## config.mk

```make
export PLATFORM = sky130hd
export DESIGN_NAME = seq_detect_param_flat
export DESIGN_NICKNAME = d
export VERILOG_FILES = /design/src/rtl/seq_detect_param_if.sv /design/src/rtl/seq_detect_param.sv /design/src/flat_wrapper.sv
export SDC_FILE = /design/constraint.sdc
export NUM_CORES = 1
export LEC_CHECK = 0
export ABC_AREA = 1
export CORE_AREA = 5 5 66 68
export CTS_BUF_LIST = sky130_fd_sc_hd__clkbuf_2
export DETAILED_ROUTE_END_ITERATION = 6
export DIE_AREA = 0 0 71 73
export PLACE_DENSITY = 0.56
export SYNTH_ARGS = -nofsm -noshare
export SYNTH_HDL_FRONTEND = slang
export SYNTH_SLANG_ARGS = --single-unit
```

## constraint.sdc

```tcl
create_clock -name clk -period 1.3 [get_ports clk]
set_input_delay 0.26 -clock clk [delete_from_list [all_inputs] [get_ports clk]]
set_output_delay 0.26 -clock clk [all_outputs]
set_load 0.1 [all_outputs]
```

## src/rtl/seq_detect_param_if.sv

```systemverilog
// Serial sample/match bundle for the parametrised pattern detector.
// Master drives the stream and controls; slave returns match status.
interface seq_detect_param_if #(
    parameter int CNT_W = 8
);
    logic             en;
    logic             inp;
    logic             overlap;
    logic             clr_cnt;
    logic             outp;
    logic [CNT_W-1:0] match_cnt;

    modport master (
        output en,
        output inp,
        output overlap,
        output clr_cnt,
        input  outp,
        input  match_cnt
    );

    modport slave (
        input  en,
        input  inp,
        input  overlap,
        input  clr_cnt,
        output outp,
        output match_cnt
    );
endinterface

```

## src/rtl/seq_detect_param.sv

```systemverilog
// Parametrised serial pattern detector with overlap control,
// sample enable and a saturating match counter.
module seq_detect_param #(
    parameter int             LEN     = 4,
    parameter logic [LEN-1:0] PATTERN = 4'b1101,
    parameter int             CNT_W   = 8
) (
    input logic               clk,
    input logic               rst,
    seq_detect_param_if.slave bus
);

    localparam int HW = LEN - 1;
    localparam int FW = $clog2(LEN);
    localparam logic [FW-1:0]    FULL = FW'(LEN - 1);
    localparam logic [CNT_W-1:0] CMAX = '1;

    logic [HW-1:0]    hist_q;
    logic [HW-1:0]    hist_d;
    logic [FW-1:0]    fill_q;
    logic [FW-1:0]    fill_d;
    logic             outp_q;
    logic             outp_d;
    logic [CNT_W-1:0] cnt_q;
    logic [CNT_W-1:0] cnt_d;
    logic [LEN-1:0]   cand;
    logic             hit;

    assign cand = {hist_q, bus.inp};

    // Fill gating keeps reset-zeroed history from ever matching.
    assign hit = bus.en
               && (cand == PATTERN)
               && (fill_q == FULL);

    always_comb begin
        hist_d = hist_q;
        fill_d = fill_q;
        outp_d = hit;
        cnt_d  = cnt_q;
        if (bus.en) begin
            hist_d = cand[HW-1:0];
            if (hit && !bus.overlap) begin
                fill_d = '0;
            end else if (fill_q != FULL) begin
                fill_d = fill_q + 1'b1;
            end
        end
        if (bus.clr_cnt) begin
            cnt_d = '0;
        end else if (hit && (cnt_q != CMAX)) begin
            cnt_d = cnt_q + 1'b1;
        end
    end

    always_ff @(posedge clk or negedge rst) begin
        if (!rst) begin
            hist_q <= '0;
            fill_q <= '0;
            outp_q <= 1'b0;
            cnt_q  <= '0;
        end else begin
            hist_q <= hist_d;
            fill_q <= fill_d;
            outp_q <= outp_d;
            cnt_q  <= cnt_d;
        end
    end

    assign bus.outp      = outp_q;
    assign bus.match_cnt = cnt_q;

endmodule

```

## src/flat_wrapper.sv

```systemverilog
// flat-port wrapper written by rule: the top's interface ports become plain ports
module seq_detect_param_flat 
#(
    parameter int             LEN     = 4,
    parameter logic [LEN-1:0] PATTERN = 4'b1101,
    parameter int             CNT_W   = 8
)
  (clk, rst, bus_en, bus_inp, bus_overlap, bus_clr_cnt, bus_outp, bus_match_cnt);
  seq_detect_param_if #(.CNT_W(CNT_W)) bus_i ();
  input logic clk;
  input logic rst;
  input wire logic [$bits(bus_i.en)-1:0] bus_en;
  input wire logic [$bits(bus_i.inp)-1:0] bus_inp;
  input wire logic [$bits(bus_i.overlap)-1:0] bus_overlap;
  input wire logic [$bits(bus_i.clr_cnt)-1:0] bus_clr_cnt;
  output wire logic [$bits(bus_i.outp)-1:0] bus_outp;
  output wire logic [$bits(bus_i.match_cnt)-1:0] bus_match_cnt;
  assign bus_i.en = bus_en;
  assign bus_i.inp = bus_inp;
  assign bus_i.overlap = bus_overlap;
  assign bus_i.clr_cnt = bus_clr_cnt;
  assign bus_outp = bus_i.outp;
  assign bus_match_cnt = bus_i.match_cnt;
  seq_detect_param #(.LEN(LEN), .PATTERN(PATTERN), .CNT_W(CNT_W)) u_core (.clk(clk), .rst(rst), .bus(bus_i));
endmodule
```

# After elaboration in Yosys (flattened, before gate mapping)
# Cells that the tools add are included.
[op_classes] n_shift=0 multipliers=0 muxes=4 bitwise=0 eq_ne=4 n_addsub=2 div_mod_pow=0 n_lt_le_gt_ge=0 reduce_logical=8
[ops] cell="2-to-1 mux 8 bit" n=2
[ops] cell="adder 8 x 1 -> 8 bit (second input constant)" n=1
[ops] cell="inequality test 8 bit (second input constant)" n=1
[ops] cell="== test 4 bit (second input constant)" n=1
[ops] cell="logical AND 1 bit" n=4
[ops] cell="2-to-1 mux 2 bit" n=2
[ops] cell="nonzero test 2 bit" n=2
[ops] cell="adder 2 x 1 -> 2 bit (second input constant)" n=1
[ops] cell="== test 2 bit (second input constant)" n=1
[ops] cell="inequality test 2 bit (second input constant)" n=1
[ops] cell="AND reduction 2 bit" n=1
[ops] cell="zero test 1 bit" n=1
[word_totals] word_cells=22 latchBits=0 in_bits=6 ramBits=0 mem_bits_ro=0 reg_bits=14 memories=0 out_inout_bits=9

# Depth between registers and ports, before layout
# Gate-level depths: netlist of the first run.
[logic_depth] depth_word=6 mapped_depth=9 depth_no_buf=9

# Worst setup path before layout of the first run
# OpenSTA, ideal clock, no wires.
[synth_timing] path_type="flip-flop to flip-flop" startpoint="reg u_core.cnt_q[1], in the netlist u_core.bus.match_cnt[1]" endpoint="reg u_core.cnt_q[3], in the netlist u_core.bus.match_cnt[3]" arrival_ns=1.895 path_buffers=0 setup_slack_ns=-0.716 stages_incl_launch_ff=9 setup_ns=0.121 required_ns=1.179 period_less_slack_ns=2.016 cell_sequence="dfrtp_1 -> ha_1 -> nand2_2 -> nor2_4 -> nand2_4 -> nand2_8 -> nand2_4 -> nand2_1 -> nand2_1"
[synth_between] elab_chain_len=3 elab_cells_between_ends=6 cone_classes="add/sub (1); eq/ne (1); mux (2); reduce/logical (2)"
[synth_lines] item="start: declaration" line="seq_detect_param.sv:24" text="logic [CNT_W-1:0] cnt_q;"
[synth_lines] item="start signal: assignment" line="seq_detect_param.sv:66" text="cnt_q <= cnt_d;"
[synth_lines] item="adder 8 x 1 -> 8 bit or inequality test 8 bit (tied branches)" line="seq_detect_param.sv:52, seq_detect_param.sv:51"
[synth_lines] item="2-to-1 mux 8 bit or logical AND 1 bit (tied branches)" line="seq_detect_param.sv:51" text="end else if (hit && (cnt_q != CMAX)) begin"
[synth_lines] item="2-to-1 mux 8 bit or nonzero test 2 bit (tied branches)"
# Several ways; a longest one is shown, not always the timed one. The select of a mux whose other input is x is not followed.
# A chain may end at the register's enable or synchronous reset.

# Final worst setup path of the first run
[layout_timing] startpoint="reg u_core.cnt_q[0], in the netlist u_core.bus.match_cnt[0]" endpoint="reg u_core.cnt_q[6], in the netlist u_core.bus.match_cnt[6]"
# Same word-level chain as after synthesis.

==> metrics, run 1 <==
Switching Share=0.334; crit-path max cell delay=0.55 ns; Clock Path Buffers=2; n_diodes=0; Period minus WS final=1.29 ns; ys async rst share=1.00; Logic pwr share=0.308; vias in the first global route=763; CTS buffer count=3; RSZ-0062 raised after global routing=true; Slowest cell on crit path=dfrtp_4; htree depth=1; DP HPWL=1.46 mm; status=finished, final reports clean; Seq/Total Area, Yosys=0.394; Critical Setup Path Class=flip-flop to flip-flop; Post-Syn Area=888 sq um; clock transition at the registers of the reported paths=0.14 ns; crit-path cells=ha_4, nand2_4, nor2_4, nand2_4, nand2_8, inv_8, nand3_2, nand2_1; Sink Count=14; setup slack after layout=0.00605 ns; register share of total power=0.485; share of layout cells above drive strength 1=0.408; count leader, synth=nand2_1; max cap viols=0; ys flop type=dfrtp_1; Pre-antenna DRT Iters=4; NetSw=0.355 mW; Slew headroom=0.865; Vias/cell=4.12; Worst Reg2Reg Path Length in Cells=8; Cell variety after synth=24; DRT iter0 DRCs=20; vias=742; first-pass GRT wire length=3.28 mm; Worst Tran Pin Value=0.203 ns; Synth Instances=107; cell mode on critical path=nand2_4; top cells by area, synth=dfrtp_1 (39%), nand2_1 (8.5%), nand3_1 (7.9%); Initial Utilization=0.234; Avg Cell Area, Syn=8.30 sq um; nets@finish=139; Tcrit/Tclk final=0.995; Leak=0.613 nW; crit end category=flip-flop; Post-DRT Antenna Nets=0; largest net degree at the start of global routing=15; Final Max Tran Viols=0; final WL=1.83 mm; Clk network pwr share=0.207; Synth Net Count=115; VDD IR max=0.431 mV; design area=1290 sq um; Routed WL per cell=10.2 um; placed inst area=1230 sq um; Commonest cells post-synth=nand2_1 (20), dfrtp_1 (14), nand3_1 (14); Internal Power=0.707 mW; total negative slack=0 ns; Post-synth EDFFs=0; die area=5180 sq um; Rows=23; nature of the critical path startpoint=flip-flop; Place WS=-0.189 ns; Max Fanout on Critical Path=8; post-synthesis register bit count=14; GPL Wtd Cong=0.751; Yosys warning total=0; final hold viol count=0; I/O Buffers=14; DRC errors left=0; final setup fails=0; WP data required=1.52 ns; io pins=15; leading area contributor after synthesis=dfrtp_1; Pwr Total=1.06 mW; area delta synth->final=45.8%; Clock Skews=0.00300 ns; total gr overflow=0; Yosys top cell area share=0.394; Arr. time, crit path=1.51 ns; clk_lat worst skew=0.27 ns; Max Clock Freq=773 MHz; core box area=3800 sq um; GRT Overall Usage=0.0786; Die Y=73 um; Clock Root Buffer=clkbuf_2; Pwr Density=820 nW/um^2; hold crit path type=input pin to asynchronous set/reset pin; initial antenna violation count=0; CTS tree=built; Die X-Extent=71 um
==> through the flow <==
stage	cells	utilization	hold WS (ns)
floorplan	107	-	-0.0356
global placement	172	0.325	0.458
detailed placement	172	0.325	0.488
CTS	178	0.334	0.256
global route	180	0.341	0.269
finish	180	0.341	0.278
==> worst paths after layout <==
kind                                                          start                                   to  slack (ns)
worst max-delay path            u_core.bus.match_cnt[0]$_DFFE_PN0P_  u_core.bus.match_cnt[6]$_DFFE_PN0P_       0.006
worst min-delay path                                            rst         u_core.fill_q[1]$_DFFE_PN0P_        0.28
worst max register to register  u_core.bus.match_cnt[0]$_DFFE_PN0P_  u_core.bus.match_cnt[6]$_DFFE_PN0P_       0.006
worst min register to register         u_core.fill_q[1]$_DFFE_PN0P_         u_core.fill_q[1]$_DFFE_PN0P_        0.52
max in group asynchronous                                       rst  u_core.bus.match_cnt[3]$_DFFE_PN0P_        0.83
min in group clk                       u_core.fill_q[1]$_DFFE_PN0P_         u_core.fill_q[1]$_DFFE_PN0P_        0.52
==> placed cells by master, fill, tap and decap left out, types with 4 or more instances in the layout <==
cell,instances
buf_4,6
nor2_1,12
clkbuf_2,4
nand2_1,18
nand3_1,14
dfrtp_2,5
clkdlybuf4s50_1,5
buf_12,10
inv_1,12
nand3_2,5
dfrtp_1,6
nand2_4,5
==> cell families (layout without fill, tap and decap cells) <==
logic type               Yosys count  in the layout  synth area share
buffers and inverters             18             41            0.0929
adder cells (fa/ha/maj)            2              2            0.0282
AND/OR/NAND/NOR                   66             66             0.432
XOR/XNOR                           2              2            0.0197
AO/OA/AOI/OAI                      5              5            0.0324
flip-flops                        14             14             0.394
==> critical path: cells and delay by family, from the launching register on <==
family / cells / cell delay [ns]
buffers and inverters: 1 / 0.08
adder cells (fa/ha/maj): 1 / 0.19
AND/OR/NAND/NOR: 6 / 0.41
flip-flops: 1 / 0.55
==> power by group through the flow <==
stage | Combinational [mW] | Clock, mW | Sequential (mW)
after floorplan | 0.164 | 0 | 0.552
after global placement | 0.271 | 0 | 0.522
after detailed placement | 0.284 | 0 | 0.526
after CTS | 0.311 | 0.240 | 0.514
after global routing | 0.372 | 0.253 | 0.519
final | 0.327 | 0.220 | 0.515
==> sequential cells by signal, indices dropped and copies added, names as in the netlist <==
register / flops
u_core.bus.match_cnt: 8
u_core.bus.outp: 1
u_core.fill_q: 2
u_core.hist_q: 3
==> layer usage <==
metal,track usage,share of wire,vias up
li1,-,-,387
met1,0.0853,0.40,344
met2,0.144,0.55,9
met3,0.0179,0.037,2
met4,0.0376,0.0066,0
met5,0,0,-
==> what timing repair did <==
item | in CTS | in global routing
pin swaps | 0 | 7
resized for setup | 0 | 4
hold buffers | 0 | 0
endpoints found under the setup margin | 3 | 13
buffers inserted | 2 | 2
==> area by class of cell <==
cell class,count,area [sq um]
fill,408,2500
multi-input combinational,75,480
sequential,14,368
timing repair buffer,21,295
inverter,16,68.8
tap,50,62.6
clock buffer,4,20.0
(Power assumes the default switching activity.)
==> run 2: changes to the inputs <==
--- a/config.mk
+++ b/config.mk
@@ -5,12 +5,11 @@
 export SDC_FILE = /design/constraint.sdc
 export NUM_CORES = 1
 export LEC_CHECK = 0
-export ABC_AREA = 1
-export CORE_AREA = 5 5 66 68
+export CORE_AREA = 5 5 60 62
 export CTS_BUF_LIST = sky130_fd_sc_hd__clkbuf_2
 export DETAILED_ROUTE_END_ITERATION = 6
-export DIE_AREA = 0 0 71 73
-export PLACE_DENSITY = 0.56
+export DIE_AREA = 0 0 65 67
+export PLACE_DENSITY = 0.57
 export SYNTH_ARGS = -nofsm -noshare
 export SYNTH_HDL_FRONTEND = slang
 export SYNTH_SLANG_ARGS = --single-unit
==> metrics, run 2 <==
Post-Syn Area=704 sq um (-21%); Seq/Total Area, Yosys=0.497 (+0.103); crit end category=flip-flop; core box area=2980 sq um (-22%); ys flop type=dfrtp_1; NetSw=0.319 mW (-10%); max cap viols=0 (unchanged); GPL Wtd Cong=0.858 (+14%); Die Y=67 um (-8.2%); R2R setup slack=-0.39 ns (-0.40 ns); Clock Root Buffer=clkbuf_2; Logic pwr share=0.351 (+0.043); first-pass GRT wire length=3.26 mm (-0.64%); Tcrit/Tclk final=1.30 (+0.306); Sink Count=14 (unchanged); largest net degree at the start of global routing=15 (unchanged); failing checks=setup timing; Synth Net Count=76 (-34%); Place WS=-0.529 ns (-0.341 ns); DRC errors left=0 (unchanged); Synth Instances=68 (-36%); Arr. time, crit path=1.90 ns (+0.39 ns); GRT Overall Usage=0.0976 (+0.0189); vias=730 (-1.6%); Worst Reg2Reg Path Length in Cells=5 (-3); n_diodes=0 (unchanged); Post-synth EDFFs=0 (unchanged); top cells by area, synth=dfrtp_1 (50%), a21oi_1 (4.3%), ha_1 (3.6%); DP HPWL=1.39 mm (-4.7%); I/O Buffers=14 (unchanged); nature of the critical path startpoint=flip-flop; io pins=15 (unchanged); ys async rst share=1.00 (unchanged); Initial Utilization=0.237 (+0.00269); Clock Path Buffers=2 (unchanged); capture point of the worst path=u_core.bus.match_cnt[5]$_DFFE_PN0P_; status=complete, but fails checks; leading cell type in the layout, fill and taps excluded=buf_4; flip-flop count of the largest register after layout=8 (unchanged); post-synthesis register bit count=14 (unchanged); final WL=1.91 mm (+4.4%); fin util=0.448 (+0.107); Pre-antenna DRT Iters=6 (+2); register share of total power=0.453 (-0.032); Pwr Density=848 nW/um^2 (+3.4%); Post-DRT Antenna Nets=0 (unchanged); most frequent cells in the layout=buf_4 (22), buf_6 (10), buf_12 (9); fin cells=149 (-17%); Routed WL per cell=12.8 um (+26%); htree depth=1 (unchanged); CTS buffer count=3 (unchanged); area delta synth->final=89.3%; Switching Share=0.283 (-0.0518); Commonest cells post-synth=dfrtp_1 (14), a21oi_1 (6), inv_1 (5), o21ai_0 (5); total negative slack=-2.55 ns (-2.55 ns); leading area contributor after synthesis=dfrtp_1; crit path launch=u_core.bus.match_cnt[0]$_DFFE_PN0P_; RR Endpoint=u_core.bus.match_cnt[5]$_DFFE_PN0P_; Avg Cell Area, Syn=10.4 sq um (+25%); initial antenna violation count=0 (unchanged); Max Clock Freq=591 MHz (-23%); Reg-to-Reg Start=u_core.bus.match_cnt[0]$_DFFE_PN0P_; count leader, synth=dfrtp_1; Pwr Total=1.13 mW (+6.5%); Cell variety after synth=25 (+4.2%); hold crit path type=input pin to asynchronous set/reset pin; setup slack after layout=-0.391 ns (-0.397 ns); die area=4360 sq um (-16%); Max Fanout on Critical Path=5 (-3); Clk network pwr share=0.196 (-0.011); Leak=0.576 nW (-6.1%); Critical Setup Path Class=flip-flop to flip-flop; hold-fix buffers at CTS=0 (unchanged); VDD IR max=0.768 mV (+78%); Slew headroom=0.749 (-0.115); Rows=20 (-13%); Clock Skews=0.0124 ns (+0.00939 ns); nets@finish=125 (-10%); vias in the first global route=782 (+2.5%); clock transition at the registers of the reported paths=0.15 ns (about the same); Final Max Tran Viols=0 (unchanged); Yosys warning total=0 (unchanged); Period minus WS final=1.69 ns (+0.397 ns); placed cells=140 (-19%); clk_lat worst skew=0.27 ns (about the same); DRT iter0 DRCs=5 (-75%); Internal Power=0.811 mW (+15%); Die X-Extent=65 um (-8.5%); Worst Tran Pin Value=0.371 ns (+0.168 ns); CTS tree=built; final hold viol count=0 (unchanged); final setup fails=12 (+12); WP data required=1.51 ns (about the same); Vias/cell=4.90 (+19%); total gr overflow=0 (unchanged); RSZ-0062 raised after global routing=true; Yosys top cell area share=0.497 (+0.103); share of layout cells above drive strength 1=0.560 (+0.153)
[run 2: worst min path at each step]
stage                                                     end                    startpoint  cells past startpoint  slack, ns
after floorplan           u_core.bus.match_cnt[2]$_DFFE_PN0P_                           rst                      0      -0.04
after global placement           u_core.fill_q[1]$_DFFE_PN0P_  u_core.fill_q[1]$_DFFE_PN0P_                      1       0.48
after detailed placement         u_core.fill_q[1]$_DFFE_PN0P_  u_core.fill_q[1]$_DFFE_PN0P_                      1       0.49
after CTS                 u_core.bus.match_cnt[1]$_DFFE_PN0P_                           rst                      2       0.26
after global routing             u_core.hist_q[1]$_DFFE_PN0P_                           rst                      2       0.26
final                     u_core.bus.match_cnt[6]$_DFFE_PN0P_                           rst                      2       0.27
[run 2: logic make-up (layout without fill, tap and decap cells)]
family / count (synthesis) / after routing / share of synthesized area
and+or+nand+nor: 22 / 22 / 0.186
AOI/OAI and AO/OA: 17 / 17 / 0.153
DFF: 14 / 14 / 0.497
buffers and inverters: 7 / 55 / 0.0391
muxes: 5 / 5 / 0.0764
adders and majority gates: 2 / 2 / 0.0355
xor gates and xnor gates: 1 / 1 / 0.0124
[run 2: metrics by stage]
stage / cell area, sq um / hold slack (ns)
floorplan: 739 / -0.0356
global placement: 1200 / 0.482
detailed placement: 1200 / 0.490
CTS: 1320 / 0.258
global route: 1330 / 0.255
finish: 1330 / 0.269
[run 2: layout make-up]
cell class / count / area (sq um)
fillers: 279 / 1640
repair buffers: 46 / 508
multi-input cells: 47 / 380
flip-flops and latches: 14 / 365
inverters: 5 / 18.8
clock buffers: 4 / 20.0
well taps: 33 / 41.3
[run 2: critical path, stage by stage, from the launching register on]
cell and delay [ns]:
dfrtp_4 0.52, ha_4 0.17, nand4_1 0.10, o211ai_1 0.17, or4_1 0.51, a21oi_1 0.16
[run 2: power groups by stage]
stage	Sequential (mW)	Combinational (mW)	Clock [mW]
after floorplan	0.528	0.137	0
after global placement	0.515	0.277	0
after detailed placement	0.517	0.286	0
after CTS	0.509	0.378	0.233
after global routing	0.516	0.445	0.258
final	0.512	0.397	0.221
[run 2: repair_timing]
| item | CTS | global route |
|---|---|---|
| setup endpoints to repair | 16 | 17 |
| gates resized for setup | 15 | 4 |
| setup buffers | 5 | 3 |
| cloned | 0 | 0 |
| pin swaps | 16 | 3 |
[run 2: routing by layer]
layer | up-vias | wire [um] | GRT usage
met2 | 36 | 995 | 0.176
li1 | 345 | - | -
met5 | - | 0 | 0
met4 | 0 | 76 | 0.0633
met3 | 10 | 134 | 0.0169
met1 | 339 | 705 | 0.104
==> run 3: changes to the inputs <==
--- a/config.mk
+++ b/config.mk
@@ -5,10 +5,11 @@
 export SDC_FILE = /design/constraint.sdc
 export NUM_CORES = 1
 export LEC_CHECK = 0
-export CORE_AREA = 5 5 60 62
+export ABC_AREA = 0
+export CORE_AREA = 2 2 57 59
 export CTS_BUF_LIST = sky130_fd_sc_hd__clkbuf_2
 export DETAILED_ROUTE_END_ITERATION = 6
-export DIE_AREA = 0 0 65 67
+export DIE_AREA = 0 0 59 61
 export PLACE_DENSITY = 0.57
 export SYNTH_ARGS = -nofsm -noshare
 export SYNTH_HDL_FRONTEND = slang
==> metrics, run 3 (same netlist as run 2, synthesis figures left out) <==
Arr. time, crit path=1.90 ns (about the same); share of layout cells above drive strength 1=0.580 (+0.0195); DRC errors left=0 (unchanged); htree depth=1 (unchanged); die area=3600 sq um (-17%); Post-DRT Antenna Nets=0 (unchanged); Slew headroom=0.742 (-0.00738); Fillers=287 (+2.9%); area delta synth->final=93.6%; Sink Count=14 (unchanged); Critical Setup Path Class=flip-flop to flip-flop; n_diodes=0 (unchanged); io pins=15 (unchanged); Max Clock Freq=593 MHz (+0.28%); hold-fix buffers at CTS=0 (unchanged); final setup fails=11 (-1); vias in the first global route=736 (-5.9%); final hold viol count=0 (unchanged); flip-flop count of the largest register after layout=8 (unchanged); Clock Path Buffers=2 (unchanged); RSZ-0062 raised after global routing=true; I/O Buffers=14 (unchanged); Die X-Extent=59 um (-9.2%); GRT Overall Usage=0.119 (+0.0210); Pre-antenna DRT Iters=2 (-4); Initial Utilization=0.239 (+0.00200); Pwr Density=799 nW/um^2 (-5.7%); leading cell type in the layout, fill and taps excluded=buf_4; Routed WL per cell=12.5 um (-2.3%); clk_lat worst skew=0.28 ns (about the same); DP HPWL=1.38 mm (-0.66%); WP data required=1.52 ns (about the same); Final Max Tran Viols=0 (unchanged); most frequent cells in the layout=buf_4 (23), buf_6 (12), buf_12 (9); Rows=20 (unchanged); crit-path cells=ha_2, and4b_2, nand2_4, or4_1, a21oi_2; Leak=0.587 nW (+1.9%); delay-heaviest family, CP=simple AND/OR/NAND/NOR gates; status=complete, but fails checks; clock transition at the registers of the reported paths=0.14 ns (about the same); total gr overflow=0 (unchanged); Clock Root Buffer=clkbuf_2; Clock Skews=0.0126 ns (+0.000248 ns); nature of the critical path startpoint=flip-flop; final hold slack=0.265 ns (-0.00410 ns); largest net degree at the start of global routing=15 (unchanged); placed cells=140 (unchanged); max cap viols=0 (unchanged); fin cells=152 (+2.0%); first-pass GRT wire length=3.14 mm (-3.8%); setup slack after layout=-0.387 ns (+0.00475 ns); placed inst area=1200 sq um (unchanged); Worst Path Buf+Inv=0 (unchanged); hold crit path type=input pin to asynchronous set/reset pin; Period minus WS final=1.69 ns (-0.00475 ns); CTS tree=built; core box area=2950 sq um (-0.84%); CTS buffer count=3 (unchanged); Max Fanout on Critical Path=7 (+2); VDD IR max=0.648 mV (-16%); Die Y=61 um (-9.0%); failing checks=setup timing; Reg area=365 sq um (unchanged); final WL=1.90 mm (-0.37%); Vias/cell=4.74 (-3.3%); Pwr Total=1.09 mW (-3.6%); GPL Wtd Cong=0.774 (-9.9%); design area=1360 sq um (+2.3%); DRT iter0 DRCs=6 (+1); Multi-input gate area=382 sq um (+0.33%); vias=720 (-1.4%); initial antenna violation count=0 (unchanged); crit-path max cell delay=0.53 ns (about the same); Worst Tran Pin Value=0.386 ns (+0.0147 ns); total negative slack=-2.71 ns (-0.156 ns); Tcrit/Tclk final=1.30 (-0.00365); crit end category=flip-flop; nets@finish=128 (+2.4%); Slowest cell on crit path=or4_1
## run 3: changes by cell type in the layout (fill, tap and decap cells not counted), sizes merged
cell and change:
buf +3, clkbuf -1, clkinv +1
## run 3: final timing paths
| check | slack, ns | to | cells past startpoint | startpoint |
|---|---|---|---|---|
| max | -0.39 | u_core.bus.match_cnt[6]$_DFFE_PN0P_ | 5 | u_core.fill_q[0]$_DFFE_PN0P_ |
| min | 0.27 | u_core.fill_q[0]$_DFFE_PN0P_ | 2 | rst |
| max reg2reg | -0.39 | u_core.bus.match_cnt[6]$_DFFE_PN0P_ | 5 | u_core.fill_q[0]$_DFFE_PN0P_ |
| min reg2reg | 0.52 | u_core.fill_q[1]$_DFFE_PN0P_ | 1 | u_core.fill_q[1]$_DFFE_PN0P_ |
| max in group asynchronous | 0.83 | u_core.bus.match_cnt[0]$_DFFE_PN0P_ | 2 | rst |
| min in group clk | 0.52 | u_core.fill_q[1]$_DFFE_PN0P_ | 1 | u_core.fill_q[1]$_DFFE_PN0P_ |
## run 3: stage by stage
stage | worst slack (ns) | util
finish | -0.387 | 0.462
global route | -0.476 | 0.462
global placement | -0.503 | 0.408
detailed placement | -0.578 | 0.408
floorplan | -0.522 | -
CTS | -0.384 | 0.457
## run 3: cell type report
cell class / instances / share of cell area
sequential: 14 / 0.268
clock inverter: 1 / 0.00275
tap: 33 / 0.0303
multi-input combinational: 47 / 0.280
clock buffer: 3 / 0.0110
inverter: 5 / 0.0138
timing repair buffer: 49 / 0.394
## run 3: power breakdown
group / internal, mW / switching, mW / total [mW] / leakage (nW)
combinational: 0.223 / 0.148 / 0.371 / 0.402
sequential: 0.483 / 0.0266 / 0.509 / 0.171
clock: 0.0668 / 0.143 / 0.210 / 0.0140
total: 0.772 / 0.318 / 1.09 / 0.587
## run 3: repair_timing
action                     4_1_cts  5_1_grt
setup endpoints to repair       15       18
buffers inserted                 8        4
resized for setup               18        7
pin swaps                       11        4
hold endpoints to repair         0        0
## run 3: metal layers
layer | GRT usage | wire length (um) | vias up
li1 | - | - | 350
met1 | 0.133 | 719 | 352
met2 | 0.211 | 1090 | 14
met3 | 0.0277 | 60 | 4
met4 | 0.0584 | 29 | 0
met5 | 0 | 0 | -
